===== config.mk =====
export PLATFORM = sky130hd
export DESIGN_NAME = dpram_arbiter
export DESIGN_NICKNAME = d
export VERILOG_FILES = /design/src/rtl/dpram_arbiter.sv
export SDC_FILE = /design/constraint.sdc
export NUM_CORES = 1
export LEC_CHECK = 0
export ABC_AREA = 0
export CAP_MARGIN = 20
export CELL_PAD_IN_SITES_DETAIL_PLACEMENT = 0
export CELL_PAD_IN_SITES_GLOBAL_PLACEMENT = 2
export CORE_UTILIZATION = 25
export CTS_CLUSTER_SIZE = 8
export DETAILED_ROUTE_END_ITERATION = 7
export GPL_ROUTABILITY_DRIVEN = 0
export PLACE_DENSITY_LB_ADDON = 0.1
export SETUP_SLACK_MARGIN = 0.1
export SLEW_MARGIN = 30
export SYNTH_ARGS = -nofsm -noshare
export SYNTH_HDL_FRONTEND = slang
export SYNTH_SLANG_ARGS = --single-unit

===== constraint.sdc =====
create_clock -name clk -period 4.7 [get_ports clk]
set_input_delay 0.94 -clock clk [delete_from_list [all_inputs] [get_ports clk]]
set_output_delay 0.94 -clock clk [all_outputs]
set_load 0.03 [all_outputs]

===== src/rtl/dpram_arbiter.sv =====
// Purpose : shares one simple dual-port RAM between three requesters with round-robin arbitration.
// Latency : writes take effect in the grant cycle; read data returns exactly 2 cycles after the grant.
// Backpr. : reqN_ready is a same-cycle grant; a requester holds its request until it sees ready.
//
// Ports:
//   clk, rst                           single clock; synchronous active-high reset
//   reqN_valid/ready/write/addr/wdata  request channel per requester (N = 0..2)
//   rspN_valid/data                    read response per requester; data holds when not valid
//   mem_port1_*                        RAM port 1 (async read from registered address, 1-cycle read)
//   mem_port2_*                        RAM port 2 (registered read data, 2-cycle read)
//   conflict_cnt                       saturating count of conflict-blocked cycles
//                                      (only when DPRAM_ARB_CONFLICT_CNT_EN is defined)
module dpram_arbiter #(
  parameter int DATA_WIDTH = 14,
  parameter int ADDR_WIDTH = 6
) (
  input  logic                  clk,
  input  logic                  rst,

  input  logic                  req0_valid,
  output logic                  req0_ready,
  input  logic                  req0_write,
  input  logic [ADDR_WIDTH-1:0] req0_addr,
  input  logic [DATA_WIDTH-1:0] req0_wdata,

  input  logic                  req1_valid,
  output logic                  req1_ready,
  input  logic                  req1_write,
  input  logic [ADDR_WIDTH-1:0] req1_addr,
  input  logic [DATA_WIDTH-1:0] req1_wdata,

  input  logic                  req2_valid,
  output logic                  req2_ready,
  input  logic                  req2_write,
  input  logic [ADDR_WIDTH-1:0] req2_addr,
  input  logic [DATA_WIDTH-1:0] req2_wdata,

  output logic                  rsp0_valid,
  output logic [DATA_WIDTH-1:0] rsp0_data,
  output logic                  rsp1_valid,
  output logic [DATA_WIDTH-1:0] rsp1_data,
  output logic                  rsp2_valid,
  output logic [DATA_WIDTH-1:0] rsp2_data,

  output logic [ADDR_WIDTH-1:0] mem_port1_addr,
  output logic [DATA_WIDTH-1:0] mem_port1_data_in,
  output logic                  mem_port1_write_en,
  input  logic [DATA_WIDTH-1:0] mem_port1_data_out,

  output logic [ADDR_WIDTH-1:0] mem_port2_addr,
  output logic [DATA_WIDTH-1:0] mem_port2_data_in,
  output logic                  mem_port2_write_en,
  input  logic [DATA_WIDTH-1:0] mem_port2_data_out
`ifdef DPRAM_ARB_CONFLICT_CNT_EN
  ,
  output logic [15:0]           conflict_cnt
`endif
);

  typedef logic [1:0] idx_t;

  function automatic idx_t nxt(input idx_t i);
    return (i == 2'd2) ? 2'd0 : i + 2'd1;
  endfunction

  // Requester signals gathered into indexable form
  logic [2:0]            req_vld;
  logic [2:0]            req_wr;
  logic [ADDR_WIDTH-1:0] req_addr  [3];
  logic [DATA_WIDTH-1:0] req_wdata [3];

  assign req_vld = {req2_valid, req1_valid, req0_valid};
  assign req_wr  = {req2_write, req1_write, req0_write};

  assign req_addr[0]  = req0_addr;
  assign req_addr[1]  = req1_addr;
  assign req_addr[2]  = req2_addr;
  assign req_wdata[0] = req0_wdata;
  assign req_wdata[1] = req1_wdata;
  assign req_wdata[2] = req2_wdata;

  // Arbitration state
  idx_t rr_ptr_q;
  idx_t rr_ptr_d;

  logic first_found;
  logic second_found;
  idx_t first_idx;
  idx_t second_idx;
  logic conflict;
  logic p1_en;
  logic p2_en;
  idx_t last_idx;
  logic [2:0] gnt;

  // Scan starting at rr_ptr: the first valid requester goes to port 1,
  // the second to port 2, a third one waits.
  always_comb begin
    idx_t scan;
    first_found  = 1'b0;
    second_found = 1'b0;
    first_idx    = '0;
    second_idx   = '0;
    scan         = rr_ptr_q;
    for (int k = 0; k < 3; k++) begin
      if (req_vld[scan]) begin
        if (!first_found) begin
          first_found = 1'b1;
          first_idx   = scan;
        end else if (!second_found) begin
          second_found = 1'b1;
          second_idx   = scan;
        end
      end
      scan = nxt(scan);
    end
  end

  // Same address with any write involved would race inside the RAM, so the
  // second candidate is held off; the third requester does not take its slot.
  assign conflict = second_found
                 && (req_addr[first_idx] == req_addr[second_idx])
                 && (req_wr[first_idx] || req_wr[second_idx]);

  assign p1_en = first_found && !rst;
  assign p2_en = second_found && !conflict && !rst;

  always_comb begin
    gnt = '0;
    if (p1_en) gnt[first_idx]  = 1'b1;
    if (p2_en) gnt[second_idx] = 1'b1;
  end

  assign req0_ready = gnt[0];
  assign req1_ready = gnt[1];
  assign req2_ready = gnt[2];

  // Pointer moves past the last requester actually served
  always_comb begin
    last_idx = p2_en ? second_idx : first_idx;
    rr_ptr_d = p1_en ? nxt(last_idx) : rr_ptr_q;
  end

  // RAM port drive; an idle port is driven to all zeros
  assign mem_port1_addr     = p1_en ? req_addr[first_idx] : '0;
  assign mem_port1_write_en = p1_en && req_wr[first_idx];
  assign mem_port1_data_in  = mem_port1_write_en ? req_wdata[first_idx] : '0;

  assign mem_port2_addr     = p2_en ? req_addr[second_idx] : '0;
  assign mem_port2_write_en = p2_en && req_wr[second_idx];
  assign mem_port2_data_in  = mem_port2_write_en ? req_wdata[second_idx] : '0;

  // Read tracking pipeline: stage 1 = cycle after grant, stage 2 = response cycle
  logic                  s1_p1_vld_d, s1_p2_vld_d;
  logic                  s1_p1_vld_q, s1_p2_vld_q;
  idx_t                  s1_p1_tag_q, s1_p2_tag_q;
  logic                  s2_p1_vld_q, s2_p2_vld_q;
  idx_t                  s2_p1_tag_q, s2_p2_tag_q;
  logic [DATA_WIDTH-1:0] p1_rdata_q;
  logic [DATA_WIDTH-1:0] rsp_hold_q [3];

  assign s1_p1_vld_d = p1_en && !req_wr[first_idx];
  assign s1_p2_vld_d = p2_en && !req_wr[second_idx];

  // Response steering. Port 1 data was registered one cycle earlier, so both
  // ports line up at grant+2. Port 2 data is passed straight through in that
  // cycle; otherwise each output shows its last delivered word.
  logic [2:0]            rsp_vld;
  logic [DATA_WIDTH-1:0] rsp_dat [3];

  always_comb begin
    rsp_vld = '0;
    for (int n = 0; n < 3; n++) begin
      rsp_dat[n] = rsp_hold_q[n];
      if (!rst && s2_p1_vld_q && (s2_p1_tag_q == idx_t'(n))) begin
        rsp_vld[n] = 1'b1;
        rsp_dat[n] = p1_rdata_q;
      end else if (!rst && s2_p2_vld_q && (s2_p2_tag_q == idx_t'(n))) begin
        rsp_vld[n] = 1'b1;
        rsp_dat[n] = mem_port2_data_out;
      end
    end
  end

  assign rsp0_valid = rsp_vld[0];
  assign rsp1_valid = rsp_vld[1];
  assign rsp2_valid = rsp_vld[2];
  assign rsp0_data  = rsp_dat[0];
  assign rsp1_data  = rsp_dat[1];
  assign rsp2_data  = rsp_dat[2];

  always_ff @(posedge clk) begin
    if (rst) begin
      rr_ptr_q    <= '0;
      s1_p1_vld_q <= 1'b0;
      s1_p2_vld_q <= 1'b0;
      s1_p1_tag_q <= '0;
      s1_p2_tag_q <= '0;
      s2_p1_vld_q <= 1'b0;
      s2_p2_vld_q <= 1'b0;
      s2_p1_tag_q <= '0;
      s2_p2_tag_q <= '0;
      p1_rdata_q  <= '0;
      for (int n = 0; n < 3; n++) begin
        rsp_hold_q[n] <= '0;
      end
    end else begin
      rr_ptr_q    <= rr_ptr_d;
      s1_p1_vld_q <= s1_p1_vld_d;
      s1_p2_vld_q <= s1_p2_vld_d;
      s1_p1_tag_q <= first_idx;
      s1_p2_tag_q <= second_idx;
      s2_p1_vld_q <= s1_p1_vld_q;
      s2_p2_vld_q <= s1_p2_vld_q;
      s2_p1_tag_q <= s1_p1_tag_q;
      s2_p2_tag_q <= s1_p2_tag_q;
      if (s1_p1_vld_q) begin
        p1_rdata_q <= mem_port1_data_out;
      end
      for (int n = 0; n < 3; n++) begin
        if (rsp_vld[n]) begin
          rsp_hold_q[n] <= rsp_dat[n];
        end
      end
    end
  end

`ifdef DPRAM_ARB_CONFLICT_CNT_EN
  logic        blocked;
  logic [15:0] conflict_cnt_q;

  assign blocked      = conflict && !rst;
  assign conflict_cnt = conflict_cnt_q;

  always_ff @(posedge clk) begin
    if (rst) begin
      conflict_cnt_q <= '0;
    end else if (blocked && (conflict_cnt_q != 16'hFFFF)) begin
      conflict_cnt_q <= conflict_cnt_q + 16'd1;
    end
  end
`endif

endmodule


==> results summary, run 1 <==
The summed instance area of the synthesized netlist came out at between 0.004 and 0.005 mm2. The repair_antennas step left the layout with diodes totalling 0. Counting every instance in the synthesized netlist gives 528. The timing-limited maximum frequency came out at 0.224 GHz. The remaining number of nets flagged by the antenna check after routing came out at 0. The final design instance area without fill came out at about 0.0074 mm2. The worst reg-to-reg path cell count came out at 11. The first global-routing pass estimated 27,500 um of wire. Traced cell by cell, the critical path runs through buf_4, and2b_2, a211oi_2, nand2b_4, mux2_2, mux2i_2, xor2_1, o41ai_4, or2_4, buf_12, a211oi_2, buf_4.

In this run the critical register-to-register path is captured at rr_ptr_q[1]. The number of buffers and inverters on the critical path came out at 3. The flow ran to the end, and the final reports show no timing, DRC or antenna violations. Of the cells placed in the final design, the portion with a size suffix greater than 1 is between 20% and 30%. Clock-pin slew was measured on the worst setup and hold paths at approximately 0.05 ns. The dominant register cell in the synthesized netlist is sky130_fd_sc_hd__edfxtp_1.

The instance area at placement came out at around 0.007 mm2. TritonCTS built the clock tree. The number of synthesized register bits came out at 70. The path with the worst hold slack has its endpoint at s2_p2_tag_q[1]. For the worst setup path, the data arrival time is 3.53 ns. The floorplan step set the die width to 140 um. The top cell types in the final layout, fill and taps aside, are sky130_fd_sc_hd__buf_4, sky130_fd_sc_hd__clkdlybuf4s50_1, sky130_fd_sc_hd__mux2i_1, sky130_fd_sc_hd__nor2_1, sky130_fd_sc_hd__nand2_1.

The number of maximum-capacitance constraint violations came out at 0. Between clock sinks in the finished design, the worst skew comes to 0.00562 ns. The average wire length per cell after detail routing is 18.6 um. The worst setup path is captured at an output pin. The final hold slack came out at 0.433 ns.

The transition time of the tightest slew-check pin is roughly 0.83 ns. The via count of the first global-routing pass is 4,903. The proportion of register bits with asynchronous set or reset after synthesis came out at 0%. Counting every net in the synthesized netlist gives 624. After the first detailed-routing iteration, the DRC count stood at 187. The final max-slew violation count is 0. The count of cells in the finished layout, fillers not included, comes to 966. The die covers slightly below 0.02 mm2.

The initial core utilization came out at approximately 26%. The pre-antenna-repair detailed-routing pass consisted of 4 iterations. The number of nets in the layout came out at slightly above 800.

Entering global routing, the biggest net connects 43 pins. STA classifies the critical path startpoint as an input pin. In the post-synthesis netlist, the biggest area contributors are sky130_fd_sc_hd__edfxtp_1, sky130_fd_sc_hd__mux2i_1, sky130_fd_sc_hd__dfxtp_1, sky130_fd_sc_hd__o31a_1, sky130_fd_sc_hd__nor2_1.

Setup repair after global routing left no endpoint under its margin. The area of the placeable core came out at 0.0188 mm2. The worst supply voltage drop on vdd is 0.157 mV.

For this run, the slowest stage of the critical path takes 0.34 ns. The port buffer count came out at around 190. The reg2reg setup slack is around 1.7 ns. The path class of the tightest hold or removal check is flop to flop.

The initial antenna violation count is 1. After detailed routing, the number of remaining DRC violations is 0. The clock passes through at most 2 buffers.

Counting flops with a built-in enable in the synthesized netlist gives 42. sky130_fd_sc_hd__edfxtp_1 takes more of the synthesized area than any other cell. Sequential elements use 38.0% of the synthesized area. Along the worst hold path, the cell count comes to 1.

The detailed router placed 4,865 vias in this run. The cell count after placement came out at 943. The worst path required time came out at 3.76 ns. The start point of the critical path is req0_valid. The global-route usage over all layers came out at 18.1%. The cell sitting at the root of the clock tree is a sky130_fd_sc_hd__clkbuf_16. Summed over all layers, the global routing overflow is 0. The power per cell area came out at around 300 mW/mm2. The minimum clock period after layout came out at 4.47 ns. The clock buffer count from CTS came out at 9. The post-DP HPWL came out at 12,700 um. The part of the cycle the worst path needs came out at 95.2%.

The top cell type's share of synthesized area came out at a little over a quarter. By startpoint and endpoint, the worst setup path is classified as input pin to output pin. The final core utilization is around two fifths. The largest delay contributor family on the critical path is simple AND/OR/NAND/NOR gates.

The standby leakage power came out at 2.88 nW. The number of rows created at floorplan came out at 50. The sum of routed wire length over all layers came out at 18,000 um. The mean cell area of the mapped netlist is 9.08 um2. The setup TNS is 0 ns. The worst hold path begins at s1_p2_tag_q[1]. The number of warnings printed during yosys synthesis is 0. Dividing the detail-routed via count by the number of cells gives 5.04. The worst register-to-register path begins at rr_ptr_q[0].

The final count of negative-setup-slack endpoints is 0. The die boundary height came out at about 140 um. The biggest fanout along the worst timing path came out at 8. The total I/O pin count came out at 186. Clock tree synthesis found a total of 70 sinks. The slowest stage of the critical path belongs to the cell sky130_fd_sc_hd__mux2_2.

The count of distinct cell types in the synthesized netlist came out at 46. The depth of the CTS H-tree came out at 3. The later-pin clock latency in the skew report came out at 0.33 ns.

The number of hold-slack violations in the final timing report came to 0. The worst relative slew slack is between 40% and 50%. The area growth from synthesis to layout is 54.7%.

The library cell used most frequently in the layout, excluding fill and tap cells, is sky130_fd_sc_hd__buf_4.
==> flip-flops by register name, indices dropped and copies added, names as in the netlist, 2 cells and up <==
| signal | flops |
|---|---|
| s2_p1_tag_q | 2 |
| rsp_hold_q | 42 |
| rr_ptr_q | 2 |
| s1_p1_tag_q | 2 |
| s2_p2_tag_q | 2 |
| s1_p2_tag_q | 2 |
| p1_rdata_q | 14 |
==> synth_stat cells, types with 2 or more instances <==
cell,count
sky130_fd_sc_hd__a211oi_1,5
sky130_fd_sc_hd__a211oi_2,10
sky130_fd_sc_hd__a21oi_1,4
sky130_fd_sc_hd__a311oi_2,2
sky130_fd_sc_hd__and3_1,4
sky130_fd_sc_hd__buf_2,3
sky130_fd_sc_hd__buf_4,6
sky130_fd_sc_hd__clkbuf_1,40
sky130_fd_sc_hd__dfxtp_1,28
sky130_fd_sc_hd__dlygate4sd1_1,2
sky130_fd_sc_hd__edfxtp_1,42
sky130_fd_sc_hd__inv_1,6
sky130_fd_sc_hd__mux2_2,2
sky130_fd_sc_hd__mux2i_1,74
sky130_fd_sc_hd__nand2_1,50
sky130_fd_sc_hd__nand2b_1,5
sky130_fd_sc_hd__nand3b_1,2
sky130_fd_sc_hd__nor2_1,62
sky130_fd_sc_hd__nor2b_1,9
sky130_fd_sc_hd__nor3_1,19
sky130_fd_sc_hd__nor3b_1,7
sky130_fd_sc_hd__o211ai_1,2
sky130_fd_sc_hd__o21a_1,2
sky130_fd_sc_hd__o21ai_0,44
sky130_fd_sc_hd__o21ai_1,2
sky130_fd_sc_hd__o221a_2,3
sky130_fd_sc_hd__o22ai_1,20
sky130_fd_sc_hd__o31a_1,42
sky130_fd_sc_hd__or2_2,7
sky130_fd_sc_hd__or3_1,3
sky130_fd_sc_hd__xnor2_1,4
sky130_fd_sc_hd__xor2_1,3
==> area by class of cell <==
type                       instances  area, um2
clock inverter                     6       85.1
fill                            1904      11300
inverter                           7       26.3
sequential                        70       1820
multi-input combinational        398       2790
tap                              234        293
clock buffer                      10        239
timing repair buffer             241       2160
==> routing by layer <==
metal | track usage [%] | vias to the layer above | share of wire (%)
li1 | - | 2347 | -
met1 | 22.4 | 2339 | 44
met2 | 31.3 | 154 | 49
met3 | 3.93 | 23 | 5.5
met4 | 5.84 | 2 | 1.7
met5 | 0 | - | 0.072
==> report_power, final <==
group	total, mW	leakage [nW]	internal [mW]	switching [mW]
clock network	0.733	0.156	0.477	0.256
logic	0.743	2.06	0.334	0.410
registers	0.715	0.664	0.692	0.0227
==> how the worst max path moves through the flow <==
stage | endpoint | slack [ns] | depth (start not counted)
floorplan | mem_port2_data_in[0] | 0.10 | 11
global placement | mem_port2_data_in[3] | -0.61 | 12
detailed placement | mem_port2_data_in[2] | -0.70 | 12
CTS | mem_port2_data_in[2] | 0.13 | 14
global route | mem_port2_data_in[1] | 0.09 | 14
finish | mem_port2_data_in[12] | 0.23 | 12
==> per-stage QoR <==
stage | total power [mW] | setup WS [ns]
global placement | 1.45 | -0.613
global route | 2.30 | 0.0880
CTS | 2.21 | 0.127
detailed placement | 1.46 | -0.703
finish | 2.19 | 0.228
floorplan | 1.13 | 0.101
==> what timing repair did <==
action,in CTS,in global routing
pin swaps,7,8
setup endpoints to repair,24,24
buffers inserted,4,2
gates cloned,1,0
resized for setup,119,15
hold buffers,0,0
==> cells by family after synthesis <==
kind of cell              share of synthesized area [%]
AOI/OAI and AO/OA                                  22.4
xor gates and xnor gates                           1.28
buffers and inverters                              5.79
DFF                                                38.0
muxes                                              15.9
and+or+nand+nor                                    16.6
Power figures use the tool's default switching activity.
==> inputs of run 2 (changes only) <==
- CORE_MARGIN: default -> 2
==> results summary, run 2 (same netlist as run 1, synthesis figures left out) <==
More flip-flops sit in one register than any other, and that register is rsp_hold_q. The root buffer cell chosen for the clock tree is sky130_fd_sc_hd__clkbuf_16. The remaining number of nets flagged by the antenna check after routing is 0.

The timing-limited maximum frequency came out at 0.221 GHz. The final count of negative-setup-slack endpoints is 0. The power per cell area came out at 281 mW/mm2.

The number of buffers on the longest clock path is 2. The maximum number of pins on one net before global-route repair came out at 43. After floorplanning, the core was sized to cover between 0.015 and 0.02 mm2. The chip width came out at 142 um. The average wire length per cell after detail routing came out at 18.7 um. The detailed router placed 4,771 vias in this run.

The number of hold-slack violations in the final timing report came out at 0. The worst path needs about 4.5 ns of the cycle, external delays included. The first TritonRoute pass finished after 4 iterations. The worst supply voltage drop on vdd came out at approximately 0.17 mV. The first routing iteration left about 260 violations. The initial antenna violation count is 0. The cell count after placement came out at 944. The area of the die came out at roughly 0.020 mm2. After clock tree synthesis, the clock-pin slew on the worst setup and hold paths is 0.05 ns. Global routing used ~18% of the available tracks across all layers. The instance area at placement is 0.00701 mm2.

The share of post-route cells with drive strength above 1 is ~29%. The met3 layer wire length in the routed design came out at around 1100 um. The antenna diode count is 0.

The worst setup skew after layout came out at about 0.0048 ns. At the pin with the least slew margin, the transition time is about 0.83 ns. The critical path in this run is classified as input pin to output pin. The number of rows created at floorplan came out at 50. The number of inserted filler cells in the final layout came out at 1,897. The library cells used most frequently in the layout, excluding fill and tap cells, are sky130_fd_sc_hd__buf_4, sky130_fd_sc_hd__clkdlybuf4s50_1, sky130_fd_sc_hd__mux2i_1, sky130_fd_sc_hd__nor2_1, sky130_fd_sc_hd__nand2_1. Measured against its own limit, the worst slew margin works out to 44.5%. Setup repair after global routing could not meet its margin everywhere.

The depth of the CTS H-tree is 3. The number of hold buffers added after CTS came out at 0. The initial core utilization came out at roughly 26%. The finished cells cover between 0.007 and 0.008 mm2. TritonCTS built the clock tree. The biggest fanout along the worst timing path came out at 6. In the final timing run, aggregate negative setup slack is 0 ns. The sequential cell area is 0.00182 mm2. The class of the tightest hold or removal check is flop to flop. Data on the critical path is required at its endpoint by 3.76 ns. The highest routed metal layer is met4.

Clock tree synthesis found a total of 70 sinks. The clock buffer count from CTS came out at 9. The sum of routed wire length over all layers is 18,000 um. The worst setup path is launched from an input pin. The total routed wire length on the met1 layer is 7590 um. The worst setup path is captured at an output pin. The post-route total power is 2.11 mW.

Summed over all cells, the static leakage comes to 2.88 nW. The part of the cycle the worst path needs is a little under 100%. The area added between synthesis and finish is 56.3%. The later-pin clock latency in the skew report came out at about 0.33 ns.

Using the TritonRoute via totals, the vias-per-cell ratio works out to 4.93. The post-DP HPWL is between 10,000 and 15,000 um. The total I/O pin count came out at 186.

The finished layout holds 967 standard cells, fillers aside. The number of nets in the layout is 824. The library cell used most frequently in the layout, excluding fill and tap cells, is sky130_fd_sc_hd__buf_4. The register with the most flip-flops in the layout has 42 of them. The run finished with clean final reports. The port buffer count came out at 185. The number of maximum-capacitance constraint violations is 0.

The area of the multi-input gates came out at 0.00287 mm2. The largest registers in the layout are rsp_hold_q x42, p1_rdata_q x14. The arrival time at the worst endpoint came out at roughly 3.6 ns. In the detailed route, the total length drawn on met2 is between 9000 and 10,000 um. Global routing finished with a remaining overflow of 0.

The final max-slew violation count is 0. The first global-routing pass estimated between 20,000 and 30,000 um of wire. The via count of the first global-routing pass is roughly 5,100. The DRC violation count after routing came out at 0.

Timing analysis after detailed placement gives a worst setup slack of -0.718 ns. In this run the vertical extent of the chip is around 140 um. The final critical-path setup slack is 0.166 ns.
[run 2: layout make-up]
type,instances,area share [%]
Tap cell,234,3.91
Clock buffer,15,3.57
Sequential cell,70,24.3
Inverter,7,0.351
Timing Repair Buffer,242,29.6
Multi-Input combinational cell,398,38.2
Clock inverter,1,0.0668
[run 2: final timing paths]
path | endpoint | slack, ns | cells past startpoint | from
max | mem_port2_data_in[5] | 0.17 | 12 | req0_valid
min | s2_p1_tag_q[1] | 0.43 | 1 | s1_p1_tag_q[1]
max reg2reg | rr_ptr_q[1] | 1.76 | 10 | rr_ptr_q[0]
min reg2reg | s2_p1_tag_q[1] | 0.43 | 1 | s1_p1_tag_q[1]
[run 2: per-stage QoR]
stage | util (%) | hold WS, ns
3_3_place_gp | 37.3 | 0.423
2_1_floorplan | - | 0.414
4_1_cts | 39.5 | 0.436
5_1_grt | 39.9 | 0.445
6_report | 39.9 | 0.432
3_5_place_dp | 37.3 | 0.424
[run 2: critical path: stages]
cell                        delay [ns]
sky130_fd_sc_hd__buf_4            0.13
sky130_fd_sc_hd__and2b_2          0.24
sky130_fd_sc_hd__a211oi_4         0.24
sky130_fd_sc_hd__nand2b_4         0.20
sky130_fd_sc_hd__mux2_2           0.35
sky130_fd_sc_hd__mux2i_2          0.27
sky130_fd_sc_hd__xnor2_2          0.13
sky130_fd_sc_hd__o41ai_4          0.40
sky130_fd_sc_hd__or2_4            0.21
sky130_fd_sc_hd__bufbuf_16        0.27
sky130_fd_sc_hd__a211oi_2         0.04
sky130_fd_sc_hd__buf_4            0.17
[run 2: layer usage]
layer / up-vias / track usage (%)
met5: - / 0
met4: 0 / 4.90
met3: 10 / 4.51
met2: 141 / 31.0
met1: 2277 / 21.6
li1: 2343 / -
[run 2: repair_timing]
action / in CTS / in global routing
endpoints found under the setup margin: 24 / 23
resized for setup: 77 / 14
pin swaps: 11 / 8
buffers inserted: 6 / 0
hold endpoints to repair: 0 / 0
gates cloned: 1 / 0
[run 2: report_power, final]
part | leakage, nW | switching (mW) | internal [mW]
Sequential | 0.664 | 0.0315 | 0.693
Combinational | 2.08 | 0.409 | 0.347
Clock | 0.134 | 0.240 | 0.386
Total | 2.88 | 0.681 | 1.43
==> inputs of run 3 (changes only) <==
- REMOVE_ABC_BUFFERS: default -> 1
- SLEW_MARGIN: 30 -> default
==> results summary, run 3 (same netlist as run 1, synthesis figures left out) <==
The run finished with clean final reports. The worst-case IR drop observed on VDD is 0.178 mV. In the layout the commonest cells are sky130_fd_sc_hd__buf_4, sky130_fd_sc_hd__clkdlybuf4s50_1, sky130_fd_sc_hd__mux2i_1, sky130_fd_sc_hd__nor2_1, sky130_fd_sc_hd__nand2_1.

For the worst setup path, the data required time is around 3.8 ns. The number of buffers on the longest clock path is 2. The average wire length per cell after detail routing is 19.1 um. The biggest fanout along the worst timing path came out at 7. The number of hold-slack violations in the final timing report came out at 0. The clock tree from TritonCTS is done. Row generation in the floorplan step produced 50 rows.

The standby leakage power came out at 2.93 nW. The clock buffer count from CTS came out at 9. The nature of the critical path endpoint is an output pin. CTS saw 70 sinks. The final core utilization is 40.1%. The antenna diode count is 0. The startpoint kind of the worst setup timing path is an input pin. The final standard cell count with taps included and fillers excluded is 975.

The depth of the CTS H-tree is 3. The total I/O pin count came out at around 190. The largest registers in the layout are rsp_hold_q x42, p1_rdata_q x14.

The share of post-route cells with drive strength above 1 is 29.8%. The tree is rooted in a sky130_fd_sc_hd__clkbuf_16. The via count of the first global-routing pass is a little under 5,000. The total area inside the core boundary comes to 0.0188 mm2.

The sum of routed wire length over all layers came out at around 19,000 um. The final max-slew violation count is 0. More flip-flops sit in one register than any other, and that register is rsp_hold_q. Global routing used 18.0% of the available tracks across all layers. The area of the die is 0.0203 mm2. The clock slew at the register clock pins of the worst setup and hold paths is 0.06 ns. The register with the most flip-flops in the layout has 42 of them. For the final database, setup skew stands at 0.00447 ns.

The timing-limited maximum frequency came out at 0.222 GHz. Entering global routing, the biggest net connects 43 pins. Setup repair after global routing left no endpoint under its margin. Summed over all nets, the half-perimeter wirelength after detailed placement is 13,100 um. The remaining number of nets flagged by the antenna check after routing came out at 0. The later-pin clock latency in the skew report came out at 0.33 ns.

The DRC violation count after routing is 0. The initial core utilization is 25.5%. The chip width came out at 142 um. The worst setup path is of the input pin to output pin kind. The initial antenna violation count is 1.

For the final routed database, the setup TNS stands at 0 ns. The number of nets in the layout is about 830. The power per cell area is slightly below 300 mW/mm2. Measured against its own limit, the worst slew margin works out to 45.6%. Of the available clock period, the critical path in the final layout requires 95.8%. The number of hold buffers added after CTS came out at 0.

The floorplan step set the die height to 142 um. The arrival time at the worst endpoint is 3.56 ns. The min-delay analysis places its worst path in the category flop to flop. The most frequent standard cell in the layout excluding fill and tap cells is sky130_fd_sc_hd__buf_4. During placement, the flow inserted port buffers numbering 185. The cell count after placement came out at 948. The area growth from synthesis to layout is 56.9%. The first-pass GRT wire length is 28,100 um. The detailed router placed 4,873 vias in this run. The transition time of the tightest slew-check pin is 0.816 ns. The sum of overflow across all layers after global routing is 0.

The number of maximum-capacitance constraint violations is 0. The number of iterations in the first detailed-routing pass is 5. After layout, the design draws a total of 2.17 mW.

Setup violations remaining at the end of the flow were counted as 0. Counting I/O delays and the setup requirement, the final critical path takes between 4 and 5 ns. The starting DRC count in detailed routing came out at 184. In the routed layout, each cell is associated on average with a via count of 5.00.
run 3: changes by cell type in the layout (fill, tap and decap cells not counted), sizes merged:
cell	before	now
clkbuf	15	14
clkdlybuf4s15	6	1
clkinv	1	3
dlygate4sd2	5	0
bufbuf	1	0
buf	137	155
run 3: power breakdown:
group,switching (mW),total [mW],internal (mW)
combinational,0.426,0.778,0.352
clock,0.245,0.677,0.432
sequential,0.0217,0.714,0.692
total,0.693,2.17,1.48
run 3: final timing paths:
check | startpoint | to | slack, ns | depth (start not counted)
setup / recovery | req0_valid | mem_port2_data_in[10] | 0.20 | 13
hold / removal | s1_p2_tag_q[0] | s2_p2_tag_q[0] | 0.43 | 1
setup reg to reg | rr_ptr_q[0] | rr_ptr_q[1] | 1.55 | 13
hold reg to reg | s1_p2_tag_q[0] | s2_p2_tag_q[0] | 0.43 | 1
run 3: worst max-delay path, stage by stage:
cell,delay (ns)
sky130_fd_sc_hd__buf_2,0.13
sky130_fd_sc_hd__and2b_2,0.26
sky130_fd_sc_hd__o21a_1,0.23
sky130_fd_sc_hd__o21ai_2,0.20
sky130_fd_sc_hd__buf_4,0.15
sky130_fd_sc_hd__o221a_2,0.20
sky130_fd_sc_hd__xnor2_1,0.07
sky130_fd_sc_hd__a2111o_1,0.43
sky130_fd_sc_hd__o41ai_4,0.32
sky130_fd_sc_hd__or2_4,0.24
sky130_fd_sc_hd__buf_12,0.14
sky130_fd_sc_hd__a211oi_2,0.05
sky130_fd_sc_hd__buf_4,0.19
run 3: per-stage QoR:
| step | instance area [um2] | setup slack [ns] | hold WS [ns] |
|---|---|---|---|
| floorplan | 4540 | -1.12 | 0.414 |
| global placement | 6990 | -0.532 | 0.420 |
| detailed placement | 6990 | -0.607 | 0.426 |
| CTS | 7440 | 0.0714 | 0.437 |
| global route | 7520 | 0.102 | 0.451 |
| finish | 7520 | 0.200 | 0.431 |
run 3: layer usage:
metal | up-vias | track usage [%] | wire length [um]
li1 | 2364 | - | -
met2 | 186 | 30.9 | 8950
met5 | - | 0 | 16
met3 | 15 | 5.25 | 1550
met4 | 2 | 3.65 | 171
met1 | 2306 | 22.5 | 7970
run 3: cell type report:
class                   instances  area [um2]
clock inverters                 3        13.8
flip-flops and latches         70        1820
repair buffers                250        2210
fillers                      1921       11200
well taps                     234         293
clock buffers                  13         293
multi-input cells             398        2860
inverters                       7        26.3
run 3: what timing repair did:
item	CTS	global route
setup endpoints to repair	24	24
gates resized for setup	56	18
pin swaps	7	5
cloned	1	0
buffers inserted	9	1
